File: src/rtl/serial_to_parallel_converter_pkg.sv
// ============================================================================
// Module : serial_to_parallel_converter_pkg
// Brief  : Types shared by parallel_to_serial_converter and serial_to_parallel_converter.
// Rev    : 1.0 - initial release
// ============================================================================
`default_nettype none

package serial_to_parallel_converter_pkg;

  typedef enum logic {
    MSB_FIRST = 1'b0,
    LSB_FIRST = 1'b1
  } shift_direction_t_;

  // Counter width that still works for the smallest legal word (N = 2).
  function automatic int unsigned cnt_width(input int unsigned n);
    return (n > 2) ? $clog2(n) : 1;
  endfunction

endpackage

`default_nettype wire

File: src/rtl/serial_to_parallel_converter_collector.sv
// ============================================================================
// Module : serial_shift_collector
// Brief  : Bit counter, shift register and per-word direction latch.
// Rev    : 1.0 - initial release
// ============================================================================
`default_nettype none

module serial_shift_collector
  import serial_to_parallel_converter_pkg::*;
#(
  parameter int N = 8
) (
  input  logic              clk,
  input  logic              rst,
  input  logic              valid_i,
  input  logic              bit_i,
  input  shift_direction_t_ direction_i,
  output logic [N-1:0]      word_o,
  output logic              word_done_o,
  output logic              busy_o
);

  localparam int CW = cnt_width(N);

  typedef enum logic [0:0] {
    S_IDLE  = 1'b0,
    S_SHIFT = 1'b1
  } state_t;

  state_t            state_q, state_d;
  logic [CW-1:0]     cnt_q, cnt_d;
  logic [N-1:0]      shift_q, shift_d;
  shift_direction_t_ dir_q, dir_d;
  shift_direction_t_ dir_eff;

  always_comb begin
    state_d     = state_q;
    cnt_d       = cnt_q;
    shift_d     = shift_q;
    dir_d       = dir_q;
    word_done_o = 1'b0;
    // The first bit of a word uses the live input; later bits use the latch.
    dir_eff     = (state_q == S_IDLE) ? direction_i : dir_q;
    if (valid_i) begin
      if (state_q == S_IDLE) begin
        dir_d = direction_i;
      end
      if (dir_eff == MSB_FIRST) begin
        shift_d = {shift_q[N-2:0], bit_i};
      end else begin
        shift_d = {bit_i, shift_q[N-1:1]};
      end
      if (cnt_q == CW'(N - 1)) begin
        cnt_d       = '0;
        state_d     = S_IDLE;
        word_done_o = 1'b1;
      end else begin
        cnt_d   = cnt_q + 1'b1;
        state_d = S_SHIFT;
      end
    end
  end

  always_ff @(posedge clk or posedge rst) begin
    if (rst) begin
      state_q <= S_IDLE;
      cnt_q   <= '0;
      shift_q <= '0;
      dir_q   <= MSB_FIRST;
    end else begin
      state_q <= state_d;
      cnt_q   <= cnt_d;
      shift_q <= shift_d;
      dir_q   <= dir_d;
    end
  end

  // Next-state word so the holding register captures the N-th bit on its own edge.
  assign word_o = shift_d;
  assign busy_o = (state_q == S_SHIFT);

endmodule

`default_nettype wire

File: src/rtl/serial_to_parallel_converter.sv
// ============================================================================
// Module : serial_to_parallel_converter
// Brief  : Serial-to-word deserialiser with a one-word valid/ready holding register.
//          Optional macro S2P_OVERRUN_DETECT_EN: drop new word and flag overrun.
// Rev    : 1.0 - initial release
// ============================================================================
`default_nettype none

module serial_to_parallel_converter
  import serial_to_parallel_converter_pkg::*;
#(
  parameter int N = 8
) (
  input  logic              clk,
  input  logic              rst,
  input  logic              i_valid,
  input  logic              i_bit,
  input  shift_direction_t_ direction,
  input  logic              o_ready,
  output logic              o_valid,
  output logic [N-1:0]      o_data,
  output logic              o_busy,
  output logic              o_overrun
);

  logic [N-1:0] word;
  logic         word_done;
  logic         valid_q, valid_d;
  logic [N-1:0] data_q, data_d;
`ifdef S2P_OVERRUN_DETECT_EN
  logic         overrun_q, overrun_d;
`endif

  serial_shift_collector #(
    .N (N)
  ) u_collector (
    .clk         (clk),
    .rst         (rst),
    .valid_i     (i_valid),
    .bit_i       (i_bit),
    .direction_i (direction),
    .word_o      (word),
    .word_done_o (word_done),
    .busy_o      (o_busy)
  );

  always_comb begin
    valid_d = valid_q & ~o_ready;
    data_d  = data_q;
`ifdef S2P_OVERRUN_DETECT_EN
    overrun_d = 1'b0;
    if (word_done) begin
      if (valid_q && !o_ready) begin
        overrun_d = 1'b1;
      end else begin
        valid_d = 1'b1;
        data_d  = word;
      end
    end
`else
    // Without detection the newest word always wins.
    if (word_done) begin
      valid_d = 1'b1;
      data_d  = word;
    end
`endif
  end

  always_ff @(posedge clk or posedge rst) begin
    if (rst) begin
      valid_q   <= 1'b0;
      data_q    <= '0;
`ifdef S2P_OVERRUN_DETECT_EN
      overrun_q <= 1'b0;
`endif
    end else begin
      valid_q   <= valid_d;
      data_q    <= data_d;
`ifdef S2P_OVERRUN_DETECT_EN
      overrun_q <= overrun_d;
`endif
    end
  end

  assign o_valid = valid_q;
  assign o_data  = data_q;
`ifdef S2P_OVERRUN_DETECT_EN
  assign o_overrun = overrun_q;
`else
  assign o_overrun = 1'b0;
`endif

endmodule

`default_nettype wire
File: config.mk
export PLATFORM = sky130hd
export DESIGN_NAME = serial_to_parallel_converter
export DESIGN_NICKNAME = d
export VERILOG_FILES = /design/src/rtl/serial_to_parallel_converter_pkg.sv /design/src/rtl/serial_to_parallel_converter_collector.sv /design/src/rtl/serial_to_parallel_converter.sv
export SDC_FILE = /design/constraint.sdc
export NUM_CORES = 1
export LEC_CHECK = 0
export CAP_MARGIN = 15
export CORE_UTILIZATION = 43
export DETAILED_ROUTE_END_ITERATION = 10
export PLACE_DENSITY = 0.68
export SYNTH_ARGS = -nofsm -noshare
export SYNTH_HDL_FRONTEND = slang
export SYNTH_SLANG_ARGS = --single-unit
File: constraint.sdc
create_clock -name clk -period 1.88 [get_ports clk]
set_clock_uncertainty 0.2 [all_clocks]
set_input_delay 0.376 -clock clk [delete_from_list [all_inputs] [get_ports clk]]
set_output_delay 0.376 -clock clk [all_outputs]
set_load 0.1 [all_outputs]
==> key figures <==
Status
  • Outcome: finished, final reports clean

Cells and area
  • Final Net Count: 110
  • Final Cell Area: 1250 um2
  • Diodes inserted: 0
  • Area delta synth->final: 36.0%
  • Share of layout cells above drive strength 1: 0.208
  • Final core occ: 0.630

Clocking
  • # hold bufs at CTS: 0
  • Num CTS Buffers: 3
  • Clk sinks: 22
  • Post-cts sizing count: 0
  • H-Tree Depth: 1
  • Post-CTS Setup Bufs: 0
  • Worst-path clk slew: 0.11 ns
  • CTS tree: built
  • Worst skew pair latency: 0.30 ns
  • Root buffer cell: clkbuf_4
  • Clock buffer depth: 2

Setup path
  • Worst Setup EP: u_collector.shift_q[2]$_DFF_PP0_
  • Buf/Inv on CP: 2
  • WS Path Type: in -> reg
  • R2R cell count: 4
  • Kind of end point of the critical path: flip-flop
  • Worst EP required: 1.86 ns
  • Critical R2R Launch: u_collector.busy_o$_DFFE_PP0P_
  • Stages on the worst setup path: 5
  • CP cell instances: clkdlybuf4s50_1 -> mux2i_4 -> buf_12 -> mux2i_1 -> a21oi_1
  • R2R Setup Slk: 0.31 ns
  • Worst path max stage delay: 0.46 ns
  • Worst-path fanout max: 9
  • Worst setup SP type: input pin
  • R2R Path End: u_collector.shift_q[2]$_DFF_PP0_
  • Crit-path slowest cell: clkdlybuf4s50_1
  • CP Launch Point: direction
  • Arrival @ worst endpoint: 1.56 ns
  • Delay-heaviest family, CP: buffers and inverters

Hold path
  • Hold Crit Class: in -> async

Placed design
  • Placed Area: roughly 1200 um2
  • # port buffers: 15
  • Post-DP HPWL: 1240 um
  • Placer congestion estimate: 0.709

Synth
  • Post-Synthesis Cells: 83
  • Syn Area/Cell: 11.1 um2
  • Synth area leader: dfrtp_1
  • Syn nets: 91
  • Area share of the largest cell type after synthesis: 0.599
  • Register area share after synthesis: 0.599
  • Synth area leaders: dfrtp_1 60%, mux2i_1 9.8%, a21oi_1 4.9%
  • Yosys warning count: 0
  • Synthesized area: 918 um2
  • Yosys cell types: 16
  • #FFs+latches synth: 22

Timing
  • Final Slew Violations: 0
  • Crit share post-route: 0.841
  • Highest Clock Rate: around 630 MHz
  • Post-route minimum period: 1.58 ns
  • Setup_tns: 0 ns
  • Unrepaired setup endpoints after global routing: false
  • Final hold vios: 0
  • Final setup viols: 0

Route
  • Detailed Routing Iterations Pass 1: 4
  • Final wirelength: 1570 um
  • Post-route DRC: 0
  • DR iter-0 viols: 5
  • Avg WL per Cell: 12.2 um
  • Vias after detailed routing: between 600 and 700
  • Vias per inst: 4.74
  • Detail Route Antenna Nets: 0

GRT
  • Largest net degree at the start of global routing: 23
  • Grt ovf: 0
  • Vias in the first global route: between 500 and 600
  • First-pass GRT wire length: 2500 um
  • Gr usage total: 0.163
  • Antenna violations before repair: 0

Floorplan
  • Area of the die: 2320 um2
  • Initial Utilization: 0.463
  • Core Box Area: 1980 um2
  • Die W: 48.2 um
  • Standard-cell rows: 16
  • Die height: 48.2 um
  • I/O pin total: 17

Flow run
  • Maxcap violations: 0
cell families (layout without fill, tap and decap cells):
group	count (synthesis)	count (layout)	synth area share
flops	22	22	0.599
compound gates	19	19	0.104
simple gates	19	19	0.0804
mux	12	12	0.147
buf+inv	8	26	0.0381
fa+ha+maj	2	2	0.0272
other cells	1	1	0.00408
per-layer routing:
metal  vias up  GRT usage  wire (um)  share of wire
met5         -          0          0              0
met4         0      0.100         12         0.0077
met3         2     0.0333         48          0.031
met2        13      0.259        824           0.53
met1       282      0.204        681           0.43
li1        310          -          -              -
worst min path at each step:
stage | slack (ns) | cells after the start | startpoint | to
2_1_floorplan | 0.17 | 1 | rst | o_data[0]$_DFFE_PP0P_
3_3_place_gp | 0.28 | 1 | u_collector.cnt_q[0]$_DFFE_PP0P_ | u_collector.cnt_q[0]$_DFFE_PP0P_
3_5_place_dp | 0.28 | 1 | u_collector.cnt_q[0]$_DFFE_PP0P_ | u_collector.cnt_q[0]$_DFFE_PP0P_
4_1_cts | 0.22 | 3 | rst | o_valid$_DFF_PP0_
5_1_grt | 0.26 | 3 | rst | o_data[7]$_DFFE_PP0P_
6_report | 0.21 | 3 | rst | o_valid$_DFF_PP0_
cell usage after synthesis:
master    instances
dfrtp_1          22
buf_4             1
o21ai_0           2
nand2_1           9
inv_1             3
mux2i_1           9
a21oi_1           9
mux2_2            2
mux2i_4           1
o21ai_1           8
nand2b_1          1
conb_1            1
ha_1              2
clkbuf_1          3
buf_2             1
nor2_1            9
layout make-up:
type / count / area (um2)
fillers: 160 / 733
flip-flops and latches: 22 / 552
multi-input cells: 53 / 333
repair buffers: 19 / 293
well taps: 27 / 33.8
clock buffers: 4 / 26.3
inverters: 3 / 11.3
state kept, by name, indices dropped and copies added, names as in the netlist:
| register | cells |
|---|---|
| u_collector.shift_q | 8 |
| u_collector.cnt_q | 3 |
| o_valid | 1 |
| u_collector.dir_q | 1 |
| o_data | 8 |
| u_collector.busy_o | 1 |
stage by stage:
step | hold WS (ns) | cells | setup slack [ns]
floorplan | 0.165 | 83 | 0.0187
global placement | 0.276 | 124 | 0.0338
detailed placement | 0.279 | 124 | -0.0175
CTS | 0.218 | 128 | 0.298
global route | 0.261 | 128 | 0.222
finish | 0.212 | 128 | 0.299
cell usage in the layout (no fill, tap or decap):
master	netlist	final
dfrtp_2	0	1
nand2b_1	1	1
nor2_1	9	9
mux2i_4	1	1
clkbuf_4	0	3
buf_4	1	3
nand2_1	9	9
ha_1	2	2
o21ai_1	8	8
o21ai_0	2	2
clkdlybuf4s50_1	0	5
a21oi_1	9	9
conb_1	1	1
mux2i_1	9	9
buf_12	0	11
clkbuf_1	3	1
dfrtp_1	22	21
inv_1	3	3
mux2_2	2	2
tightest hold or removal path, cell delays in order:
cell	delay, ns
clkdlybuf4s50_1	0.40
inv_1	0.06
buf_4	0.27
Power is left out: the tool's default activity adds up to more than one toggle a clock period on the data nets, which glitch-free logic cannot reach.
